$ cat config.mk
export PLATFORM = sky130hd
export DESIGN_NAME = ssd_scan_decoder_flat
export DESIGN_NICKNAME = d
export VERILOG_FILES = /design/src/rtl/ssd_scan_if.sv /design/src/rtl/ssd_scan_decoder.sv /design/src/flat_wrapper.sv
export SDC_FILE = /design/constraint.sdc
export NUM_CORES = 1
export LEC_CHECK = 0
export BUFFER_PORTS_ARGS = -buffer_cell sky130_fd_sc_hd__buf_4
export CORE_UTILIZATION = 56
export DETAILED_ROUTE_END_ITERATION = 8
export MAX_ROUTING_LAYER = met4
export PLACE_DENSITY = 0.83
export SLEW_MARGIN = 20
export SYNTH_ARGS = -nofsm -noshare
export SYNTH_HDL_FRONTEND = slang
export SYNTH_SLANG_ARGS = --single-unit
export TNS_END_PERCENT = 5
$ cat constraint.sdc
create_clock -name clk -period 3.91 [get_ports clk]
set_input_delay 0.391 -clock clk [delete_from_list [all_inputs] [get_ports clk]]
set_output_delay 0.391 -clock clk [all_outputs]
set_load 0.05 [all_outputs]
$ cat src/rtl/ssd_scan_if.sv
// Seven-segment scan receive bus: multiplexed select/segment inputs
// and the decoded digit bank with its status pulses and error count.
interface ssd_scan_if #(
   parameter int DIGITS = 4
);
   logic [DIGITS-1:0]   an;
   logic [6:0]          seg;
   logic [4*DIGITS-1:0] digits;
   logic [DIGITS-1:0]   digit_valid;
   logic                upd;
   logic                err;
   logic [7:0]          err_cnt;

   modport master (
      output an, seg,
      input  digits, digit_valid, upd, err, err_cnt
   );

   modport slave (
      input  an, seg,
      output digits, digit_valid, upd, err, err_cnt
   );
endinterface

$ cat src/rtl/ssd_scan_decoder.sv
// Seven-segment scan decoder: recovers hex digits from an active-low
// multiplexed display bus once a {an, seg} sample has been stable.
// Ports: clk, rst (sync, active high), bus (ssd_scan_if.slave):
//   an/seg in; digits, digit_valid, upd, err, err_cnt out.
// Option: define SSD_SCAN_ALT_GLYPH_EN to accept 7'h58 (7) and 7'h18 (9).
module ssd_scan_decoder #(
   parameter int DIGITS = 4,
   parameter int STABLE = 4
) (
   input  logic     clk,
   input  logic     rst,
   ssd_scan_if.slave bus
);

   typedef enum logic [1:0] {
      IDLE,
      COUNT,
      DONE
   } state_e;

   // cnt counts repeats after the first sample, so STABLE identical
   // samples are reached when cnt hits STABLE-1.
   localparam logic [7:0] CNT_LAST = 8'(STABLE - 1);

   logic [DIGITS-1:0]   s_an_q, s_an_d;
   logic [6:0]          s_seg_q, s_seg_d;
   logic [7:0]          cnt_q, cnt_d;
   state_e              state_q, state_d;
   logic [4*DIGITS-1:0] digits_q, digits_d;
   logic [DIGITS-1:0]   valid_q, valid_d;
   logic                upd_q, upd_d;
   logic                err_q, err_d;
   logic [7:0]          err_cnt_q, err_cnt_d;

   logic       same;
   logic       sel_ok;
   logic       commit;
   logic [4:0] glyph;

   // Returns {legal, value}.
   function automatic logic [4:0] decode(input logic [6:0] s);
      logic [4:0] r;
      case (s)
         7'h40:   r = {1'b1, 4'h0};
         7'h79:   r = {1'b1, 4'h1};
         7'h24:   r = {1'b1, 4'h2};
         7'h30:   r = {1'b1, 4'h3};
         7'h19:   r = {1'b1, 4'h4};
         7'h12:   r = {1'b1, 4'h5};
         7'h02:   r = {1'b1, 4'h6};
         7'h78:   r = {1'b1, 4'h7};
         7'h00:   r = {1'b1, 4'h8};
         7'h10:   r = {1'b1, 4'h9};
         7'h08:   r = {1'b1, 4'hA};
         7'h03:   r = {1'b1, 4'hB};
         7'h46:   r = {1'b1, 4'hC};
         7'h21:   r = {1'b1, 4'hD};
         7'h06:   r = {1'b1, 4'hE};
         7'h0E:   r = {1'b1, 4'hF};
`ifdef SSD_SCAN_ALT_GLYPH_EN
         7'h58:   r = {1'b1, 4'h7};
         7'h18:   r = {1'b1, 4'h9};
`endif
         default: r = 5'b0;
      endcase
      return r;
   endfunction

   always_comb begin
      s_an_d  = bus.an;
      s_seg_d = bus.seg;
      same    = ({bus.an, bus.seg} == {s_an_q, s_seg_q});
      sel_ok  = $onehot(~s_an_q);
      glyph   = decode(s_seg_q);

      cnt_d = 8'd0;
      if (same) begin
         cnt_d = (cnt_q == 8'hFF) ? cnt_q : cnt_q + 8'd1;
      end

      state_d = state_q;
      commit  = 1'b0;
      case (state_q)
         IDLE: begin
            if (sel_ok) begin
               state_d = COUNT;
            end
         end
         COUNT: begin
            if (!sel_ok) begin
               state_d = IDLE;
            end else if (cnt_q == CNT_LAST) begin
               commit  = 1'b1;
               state_d = DONE;
            end
         end
         DONE: begin
            // cnt_q == 0 marks the first sample of a new pattern.
            if (cnt_q == 8'd0) begin
               state_d = sel_ok ? COUNT : IDLE;
            end
         end
         default: state_d = IDLE;
      endcase

      digits_d  = digits_q;
      valid_d   = valid_q;
      upd_d     = 1'b0;
      err_d     = 1'b0;
      err_cnt_d = err_cnt_q;
      if (commit) begin
         if (s_seg_q == 7'h7F) begin
            upd_d = 1'b1;
            for (int i = 0; i < DIGITS; i++) begin
               if (!s_an_q[i]) begin
                  valid_d[i] = 1'b0;
               end
            end
         end else if (glyph[4]) begin
            upd_d = 1'b1;
            for (int i = 0; i < DIGITS; i++) begin
               if (!s_an_q[i]) begin
                  digits_d[4*i +: 4] = glyph[3:0];
                  valid_d[i]         = 1'b1;
               end
            end
         end else begin
            err_d = 1'b1;
            if (err_cnt_q != 8'hFF) begin
               err_cnt_d = err_cnt_q + 8'd1;
            end
         end
      end
   end

   always_ff @(posedge clk) begin
      if (rst) begin
         s_an_q    <= '1;
         s_seg_q   <= 7'h7F;
         cnt_q     <= 8'd0;
         state_q   <= IDLE;
         digits_q  <= '0;
         valid_q   <= '0;
         upd_q     <= 1'b0;
         err_q     <= 1'b0;
         err_cnt_q <= 8'd0;
      end else begin
         s_an_q    <= s_an_d;
         s_seg_q   <= s_seg_d;
         cnt_q     <= cnt_d;
         state_q   <= state_d;
         digits_q  <= digits_d;
         valid_q   <= valid_d;
         upd_q     <= upd_d;
         err_q     <= err_d;
         err_cnt_q <= err_cnt_d;
      end
   end

   assign bus.digits      = digits_q;
   assign bus.digit_valid = valid_q;
   assign bus.upd         = upd_q;
   assign bus.err         = err_q;
   assign bus.err_cnt     = err_cnt_q;

endmodule

$ cat src/flat_wrapper.sv
// flat-port wrapper written by rule: the top's interface ports become plain ports
module ssd_scan_decoder_flat 
#(
   parameter int DIGITS = 4,
   parameter int STABLE = 4
)
  (clk, rst, bus_an, bus_seg, bus_digits, bus_digit_valid, bus_upd, bus_err, bus_err_cnt);
  ssd_scan_if #(.DIGITS(DIGITS)) bus_i ();
  input  logic clk;
  input  logic rst;
  input wire logic [$bits(bus_i.an)-1:0] bus_an;
  input wire logic [$bits(bus_i.seg)-1:0] bus_seg;
  output wire logic [$bits(bus_i.digits)-1:0] bus_digits;
  output wire logic [$bits(bus_i.digit_valid)-1:0] bus_digit_valid;
  output wire logic [$bits(bus_i.upd)-1:0] bus_upd;
  output wire logic [$bits(bus_i.err)-1:0] bus_err;
  output wire logic [$bits(bus_i.err_cnt)-1:0] bus_err_cnt;
  assign bus_i.an = bus_an;
  assign bus_i.seg = bus_seg;
  assign bus_digits = bus_i.digits;
  assign bus_digit_valid = bus_i.digit_valid;
  assign bus_upd = bus_i.upd;
  assign bus_err = bus_i.err;
  assign bus_err_cnt = bus_i.err_cnt;
  ssd_scan_decoder #(.DIGITS(DIGITS), .STABLE(STABLE)) u_core (.clk(clk), .rst(rst), .bus(bus_i));
endmodule
* After elaboration in Yosys (flattened, before gate mapping)
Cells that the tools add are included.
** Word-level totals
- Register bits :: 51
- Input bits :: 13
- Output and inout bits :: 30
- Word-level logic and storage cells :: 95
** Operators by class
- Add/subtract/negate cells :: 5
- Equality and inequality tests :: 26
- Multiplexer cells :: 23
- Bitwise logic cells :: 9
- Reductions and logical operators :: 17
** Operators by type and width (count)
- $pmux W5 S16 :: 1
- $eq A7 B7 Y1 const B :: 5
- $eq A7 B5 Y1 const B :: 3
- $eq A7 B6 Y1 const B :: 3
- $reduce_and A4 Y1 :: 5
- $add A8 B1 Y8 const B :: 2
- $mux W1 :: 15
- $reduce_and A3 Y1 :: 5
- $eq A7 B2 Y1 const B :: 2
- $eq A7 B4 Y1 const B :: 2
- $eq A11 B11 Y1 :: 1
- $eq A8 B2 Y1 const B :: 1
- $eq A8 B8 Y1 const B :: 1
- $logic_not A8 Y1 :: 1
- $mux W2 :: 4
- $mux W4 :: 2
- $ne A8 B8 Y1 const B :: 1
- $not A1 Y1 :: 8
- $eq A7 B3 Y1 const B :: 1
- $logic_not A7 Y1 :: 1
- $pmux W2 S3 :: 1
- $add A1 B1 Y2 :: 2
- $ne A2 B1 Y1 const B :: 2
- $not A4 Y4 :: 1
- other kinds (9) :: 10

* Depth between registers and ports, before layout
Gate-level depths: netlist (run 1).
- Depth after elaboration :: 8
- Depth in mapped cells :: 12
- Depth with buffers taken out :: 10

* Worst setup path after synthesis (run 1)
OpenSTA, ideal clock, no wires.
- Path kind :: register to register
- Start point :: register u_core.s_an_q[1]
- End point :: register u_core.err_cnt_q[3], in the netlist u_core.bus.err_cnt[3]
- Library setup time :: 0.070 ns
- Data arrival time :: 3.080 ns
- Path slack :: 0.759 ns
- Stages on the path, launching flop included :: 13
- Buffers on the path :: 2
- Cell sequence :: dfxtp_1 > clkbuf_1 > inv_1 > ha_1 > ha_1 > fa_1 > nor3b_1 > nand4_4 > nor3_2 > nand4_1 > buf_2 > or3_1 > a21oi_1
** On the way
- Longest elaborated chain between the ends :: 7
** RTL lines
- start, declared :: line ssd_scan_decoder.sv:25 : logic [DIGITS-1:0] s_an_q, s_an_d;
- start signal, assigned :: line ssd_scan_decoder.sv:148 : s_an_q <= s_an_d;
- $not A4 Y4 :: line ssd_scan_decoder.sv:73 : sel_ok = $onehot(~s_an_q);
- $add A1 B1 Y2 (implied by the code) :: line ssd_scan_decoder.sv:73
- $add A3 B3 Y3 (implied by the code) :: line ssd_scan_decoder.sv:73
- $eq A3 B1 Y1 :: line ssd_scan_decoder.sv:73
- $mux W1 :: line ssd_scan_decoder.sv:90 : if (!sel_ok) begin
- $mux W1 :: line ssd_scan_decoder.sv:83 : case (state_q)
- $reduce_and A4 Y1 (no line)
- end signal, assigned :: line ssd_scan_decoder.sv:156 : err_cnt_q <= err_cnt_d;
- end, declared :: line ssd_scan_decoder.sv:33 : logic [7:0] err_cnt_q, err_cnt_d;
Every way passes these cells.
A chain may end at the register's enable or synchronous reset.

* Worst setup path after layout (run 1)
- Start point :: register u_core.s_an_q[1]
- End point :: register u_core.err_cnt_q[4], in the netlist u_core.bus.err_cnt[4]
The elaborated chain is that of the path after synthesis.

==> metrics.cfg, run 1 <==
[floorplanning]
die_h_um = 70.7
io_pins = 43
fp.coreArea_sq_um = 4440
start_util = 0.594
die_w_um = 70.7
die-area_sq_um = 4990
num_rows = 24

[power]
cellPowerDensity_nw_per_um2 = 307
p_clk_frac = 0.345
netSwitchingFraction = 0.260
seqPwrFrac = 0.586
p_leak_nw = 1.19
power.total_uw = 932
p_int_uw = 689
power_switching_uw = 243
combPwrFrac = 0.069
peakVddDrop_uv = 216

[worst_setup_path]
reg2reg_depth = 10
rrSetupSlack_ns = 0.36
r2r_end = u_core.bus.err_cnt[4]$_SDFFE_PP0P_
rr_startpoint = u_core.s_an_q[1]$_SDFF_PP1_
arrival_ns = 3.81
critPathCaptureType = flip-flop
cp.required_ns = 4.17
critPathLaunchType = flip-flop
crit_type = flip-flop to flip-flop
worstPathMaxFanout = 12

[synthesis]
yosysSeqAreaShare = 0.387
synth.top_cell.area_share = 0.387
synth_area_leader_cell = dfxtp_1
syn_avg_cell_area_sq_um = 8.95
synth-edff-count = 0
syn_inst = 295
async_reset_ff_frac = 0
synth_cell_types = 57
yosys_most_used_dff = dfxtp_1
yosys_warnings = 0
synthesis.area_sq_um = 2640
synth_nets = 315
synth-seq-cells = 51
synthTopCellsByArea = dfxtp_1 (39%), xor2_1 (4.6%), a21oi_1 (3.4%)

[global_routing]
grt_usage = 0.248
antenna_found_initial = 0
grt_pass1_vias = 2100
overflow = 0
grt_max_degree = 48
grt_pass1_wl_um = 9620

[timing]
fin_crit_ns = 3.55
finalSetupViolCount = 0
period_share = 0.908
setup_tns_ns = 0
fmax_ghz = 0.282
maxSlewViolCount = 0
worst_pin_slew_ns = 0.784
finalHoldViolations = 0
fin_ws_ns = 0.359
skew_ns = 0.0120
timing.hold.ws_ns = 0.274
relSlewSlack = 0.473
rsz0062_at_grt = false

[clock_network]
cts_hold_buf = 0
clkTransAtPathRegs_ns = 0.10
tritoncts = built
post-cts-setup-buffers = 0
insertion_delay_ns = 0.32
h-tree-depth = 2
cts_root_buf = clkbuf_8
clockBufferDepth = 2
post_cts_resized = 0
cts_sinks = 51
cts_made_buffers = 5

[placed_design]
place_congestion = 0.900
port_buffers = 42
place_ws_ns = 0.399
hpwl_um = 3950

[routing]
first_pass_iters = 6
vias_per_cell = 6.00
wl_met1_um = 2520
wl_um = 5580
top_layer = met4
vias = 2291
wl_met2_um = 2610
ant_nets = 0
post-route-drc-count = 2
wl_met3_um = 350
wl_per_cell_um = 14.6
drt_iter0_markers = 139

[layout]
utilization = 0.684
final_nets = 349
fill_cells = 374
synthToLayoutAreaGrowth_pct = 15.1
n_antenna_cell = 0
drive_gt1_frac = 0.224

[worst_hold_path]
whs_path_depth = 2
hold_path.class = primary input to flip-flop
hold_end = u_core.s_an_q[2]$_SDFF_PP1_
hold_start = bus_an[2]

[outcome]
status = finished with violations
violations = DRC

[run]
maxCapViolations = 0

==> worst max path at each step <==
stage                                startpoint                                  to  cells past startpoint
global route        u_core.s_an_q[1]$_SDFF_PP1_  u_core.bus.err_cnt[3]$_SDFFE_PP0P_                     10
CTS                 u_core.s_an_q[1]$_SDFF_PP1_  u_core.bus.err_cnt[4]$_SDFFE_PP0P_                     10
finish              u_core.s_an_q[1]$_SDFF_PP1_  u_core.bus.err_cnt[4]$_SDFFE_PP0P_                     10
detailed placement  u_core.s_an_q[1]$_SDFF_PP1_  u_core.bus.err_cnt[3]$_SDFFE_PP0P_                     10
global placement    u_core.s_an_q[1]$_SDFF_PP1_  u_core.bus.err_cnt[4]$_SDFFE_PP0P_                     10
floorplan           u_core.s_an_q[1]$_SDFF_PP1_  u_core.bus.err_cnt[3]$_SDFFE_PP0P_                     12
==> area by class of cell <==
class | count | area [sq um] | share of cell area
multi-input cells | 218 | 1510 | 0.495
clock buffers | 5 | 68.8 | 0.0226
well taps | 52 | 65.1 | 0.0214
inverters | 11 | 41.3 | 0.0136
clock inverters | 3 | 22.5 | 0.00741
flip-flops and latches | 51 | 1020 | 0.336
repair buffers | 42 | 315 | 0.104
==> stage by stage <==
stage,cells,cell area (sq um)
after floorplan,295,2640
after global placement,374,2950
after detailed placement,374,2950
after CTS,382,3040
after global routing,382,3040
final,382,3040
==> flip-flops by register name, summed over array words and instances, names as in the netlist <==
| signal | count |
|---|---|
| u_core.bus.digit_valid | 4 |
| u_core.bus.digits | 16 |
| u_core.bus.err | 1 |
| u_core.bus.err_cnt | 8 |
| u_core.bus.upd | 1 |
| u_core.cnt_q | 8 |
| u_core.s_an_q | 4 |
| u_core.s_seg_q | 7 |
| u_core.state_q | 2 |
==> layout by cell type (no fill, tap or decap), drive strengths merged, types with 5 or more instances in the layout <==
cell type,netlist,routed
a21oi,18,18
buf,8,42
clkbuf,7,5
dfxtp,51,51
ha,6,6
inv,11,13
mux2i,8,8
nand2,16,16
nand2b,13,13
nand3,7,7
nand4,5,5
nor2,24,24
nor2b,5,5
nor3,12,12
nor3b,7,7
nor4,7,7
o21ai,9,9
o31ai,5,5
or2,12,12
or3,5,5
xor2,14,14
==> synthesized netlist by cell type, types with 3 or more instances <==
cell type,instances
and4_1,3
o31ai_1,5
inv_1,11
clkbuf_1,6
nor3b_1,5
nand3b_1,3
and3_1,3
or3_1,5
nand3_1,7
mux2i_1,8
a21oi_1,18
and2_1,4
buf_2,6
xor2_1,14
or2_2,12
nor3_1,11
nand2_1,16
nor2_1,24
nor4_1,6
nand2b_1,13
nor2b_1,5
o21ai_0,9
dfxtp_1,51
ha_1,6
a22oi_1,3
nand4_1,4
==> power groups by stage <==
stage | clock (mW) | combinational (mW) | sequential, mW
6_report | 0.321 | 0.0647 | 0.546
4_1_cts | 0.327 | 0.0646 | 0.545
3_5_place_dp | 0 | 0.0642 | 0.557
5_1_grt | 0.350 | 0.0717 | 0.548
3_3_place_gp | 0 | 0.0625 | 0.556
2_1_floorplan | 0 | 0.0568 | 0.544
==> kinds of logic after synthesis <==
group	Yosys count	share of synthesized area
muxes	8	0.0303
buffers and inverters	26	0.0431
adders and majority gates	7	0.0360
and+or+nand+nor	134	0.306
xor gates and xnor gates	15	0.0497
DFF	51	0.387
AOI/OAI and AO/OA	54	0.148
==> per-layer routing <==
metal / up-vias / GRT usage
met2: 88 / 0.387
met1: 1075 / 0.313
met4: 0 / 0.100
met3: 11 / 0.0541
li1: 1117 / -
met5: - / -
==> worst max-delay path, stage by stage, from the launching register on <==
cell	delay, ns
dfxtp_1	0.52
inv_1	0.10
ha_1	0.31
ha_1	0.22
fa_1	0.44
nor3b_1	0.40
nand4_4	0.27
nor3_2	0.23
nand4_1	0.36
or3_1	0.49
a21oi_1	0.14
(Power assumes the default switching activity.)
==> inputs of run 2 (changes only) <==
Settings changed: ABC_AREA set to 1.
==> run 2 against run 1 <==
The run still ends with DRC left. Synthesized cell count up 32%. Critical path depth up 3. Global-route usage up 1.6 points. Critical endpoint is now u_core.bus.digits[3]$_SDFFE_PP0P_. Largest cell class unchanged. Highest routed layer unchanged.
==> metrics.cfg, run 2 <==
[synthesis]
yosysMostFrequentCell = nand2_1
synth_nets = 410
synthesis.area_sq_um = 2690
synth-edff-count = 0
yosys_warnings = 0
syn_avg_cell_area_sq_um = 6.91
yosysSeqAreaShare = 0.379
synth-seq-cells = 51
synth_area_leader_cell = dfxtp_1
syn_inst = 390
synthTopCellsByCount = nand2_1 (97), nor2_1 (55), dfxtp_1 (51)
synth.top_cell.area_share = 0.379
yosys_most_used_dff = dfxtp_1
synthTopCellsByArea = dfxtp_1 (38%), nand2_1 (14%), nor2_1 (7.7%)
async_reset_ff_frac = 0
synth_cell_types = 30

[global_routing]
grt_pass1_wl_um = 10400
overflow = 0
use_met3 = 0.0436
grt-busiest-layer = met2
use_met1 = 0.324
grtUsageMet2 = 0.431
grt_usage = 0.264
grt_max_degree = 35
antenna_found_initial = 0
grt_pass1_vias = 2414

[power]
cellPowerDensity_nw_per_um2 = 300
power.total_uw = 945
peakVddDrop_uv = 185
p_leak_nw = 1.45

[worst_setup_path]
cp.required_ns = 4.13
rr_startpoint = u_core.s_an_q[1]$_SDFF_PP1_
reg2reg_depth = 13
worstPathMaxFanout = 7
critPathCaptureType = flip-flop
arrival_ns = 3.04
crit_type = flip-flop to flip-flop
worstSetupStartpoint = u_core.s_an_q[1]$_SDFF_PP1_
critPathLaunchType = flip-flop

[layout]
final_nets = 453
synthToLayoutAreaGrowth_pct = 16.9
drive_gt1_frac = 0.200
largest_reg_flops = 16
layout_commonest_cell = nand2_1
final_cell_mix = nand2_1 (97), nor2_1 (55), dfxtp_1 (51)
n_antenna_cell = 0
fill_cells = 380

[floorplanning]
num_rows = 24
start_util = 0.602
die_h_um = 71.4
die-area_sq_um = 5090
die_w_um = 71.4
io_pins = 43
fp.coreArea_sq_um = 4470

[timing]
finalSetupViolCount = 0
worst_pin_slew_ns = 0.489
setup_tns_ns = 0
relSlewSlack = 0.673
fin_crit_ns = 2.83
finalHoldViolations = 0
fmax_ghz = 0.354
skew_ns = 0.0103
maxSlewViolCount = 0
period_share = 0.723
rsz0062_at_grt = false

[worst_hold_path]
whs_path_depth = 2
hold_start = bus_seg[6]
hold_path.class = primary input to flip-flop

[routing]
vias_per_cell = 5.43
wl_per_cell_um = 12.4
drt_iter0_markers = 115
ant_nets = 0
vias = 2640
post-route-drc-count = 2
wl_um = 6010
first_pass_iters = 7

[clock_network]
cts_hold_buf = 0
clockBufferDepth = 2
tritoncts = built
cts_sinks = 51
clkTransAtPathRegs_ns = 0.10
insertion_delay_ns = 0.31
h-tree-depth = 2
post_cts_resized = 0
cts_root_buf = clkbuf_8
post-cts-setup-buffers = 0
cts_made_buffers = 5

[outcome]
violations = DRC
status = finished with violations

[placed_design]
place_congestion = 0.882
hpwl_um = 4620
port_buffers = 42

[run]
maxCapViolations = 0

==> run 2: kinds of logic (layout without fill, tap and decap cells) <==
family,count (synthesis),after routing,synth area share
XOR/XNOR,8,8,0.0260
adder cells (fa/ha/maj),7,7,0.0353
flip-flops,51,51,0.379
AO/OA/AOI/OAI,59,59,0.122
AND/OR/NAND/NOR,218,218,0.371
buffers and inverters,47,91,0.0664
==> run 2: report_power, final <==
| group | leakage (nW) | total [mW] | internal [mW] | switching, mW |
|---|---|---|---|---|
| registers | 0.414 | 0.537 | 0.528 | 0.00899 |
| logic | 0.986 | 0.0854 | 0.0316 | 0.0538 |
| clock network | 0.0474 | 0.323 | 0.145 | 0.178 |
==> run 2: final timing paths <==
kind / slack [ns] / endpoint
worst max-delay path: 1.08 / u_core.bus.digits[3]$_SDFFE_PP0P_
worst min-delay path: 0.28 / u_core.s_seg_q[6]$_SDFF_PP1_
worst max register to register: 1.08 / u_core.bus.digits[3]$_SDFFE_PP0P_
worst min register to register: 0.47 / u_core.bus.digits[5]$_SDFFE_PP0P_
==> run 2: cell type report <==
cell class / instances / area [sq um] / area share
inverter: 41 / 154 / 0.0489
clock inverter: 2 / 16.3 / 0.00517
timing repair buffer: 42 / 315 / 0.100
sequential: 51 / 1020 / 0.324
clock buffer: 6 / 82.6 / 0.0262
tap: 52 / 65.1 / 0.0207
multi-input combinational: 292 / 1490 / 0.475
==> run 2: per-layer routing <==
| metal | vias to the layer above | part of all wire |
|---|---|---|
| li1 | 1352 | - |
| met1 | 1189 | 0.45 |
| met2 | 88 | 0.48 |
| met3 | 11 | 0.047 |
| met4 | 0 | 0.015 |
| met5 | - | 0 |
==> run 2: through the flow <==
| stage | hold WS (ns) | cells | setup WS [ns] | cell area (sq um) | utilization |
|---|---|---|---|---|---|
| floorplan | 0.458 | 390 | 1.41 | 2690 | - |
| global placement | 0.451 | 478 | 1.18 | 3050 | 0.681 |
| finish | 0.284 | 486 | 1.08 | 3150 | 0.704 |
| global route | 0.280 | 486 | 0.826 | 3150 | 0.704 |
| CTS | 0.274 | 486 | 1.08 | 3150 | 0.704 |
| detailed placement | 0.455 | 478 | 1.10 | 3050 | 0.681 |
==> run 2: worst max-delay path, cell delays in order (launching register included) <==
cell	delay (ns)
dfxtp_1	0.36
inv_1	0.07
ha_1	0.27
ha_1	0.20
fa_1	0.43
nand3b_1	0.21
nor3_1	0.19
nand2_1	0.21
nor2_1	0.23
nand2_1	0.08
inv_1	0.15
nand2_2	0.10
o21ai_0	0.16
nor2_1	0.06
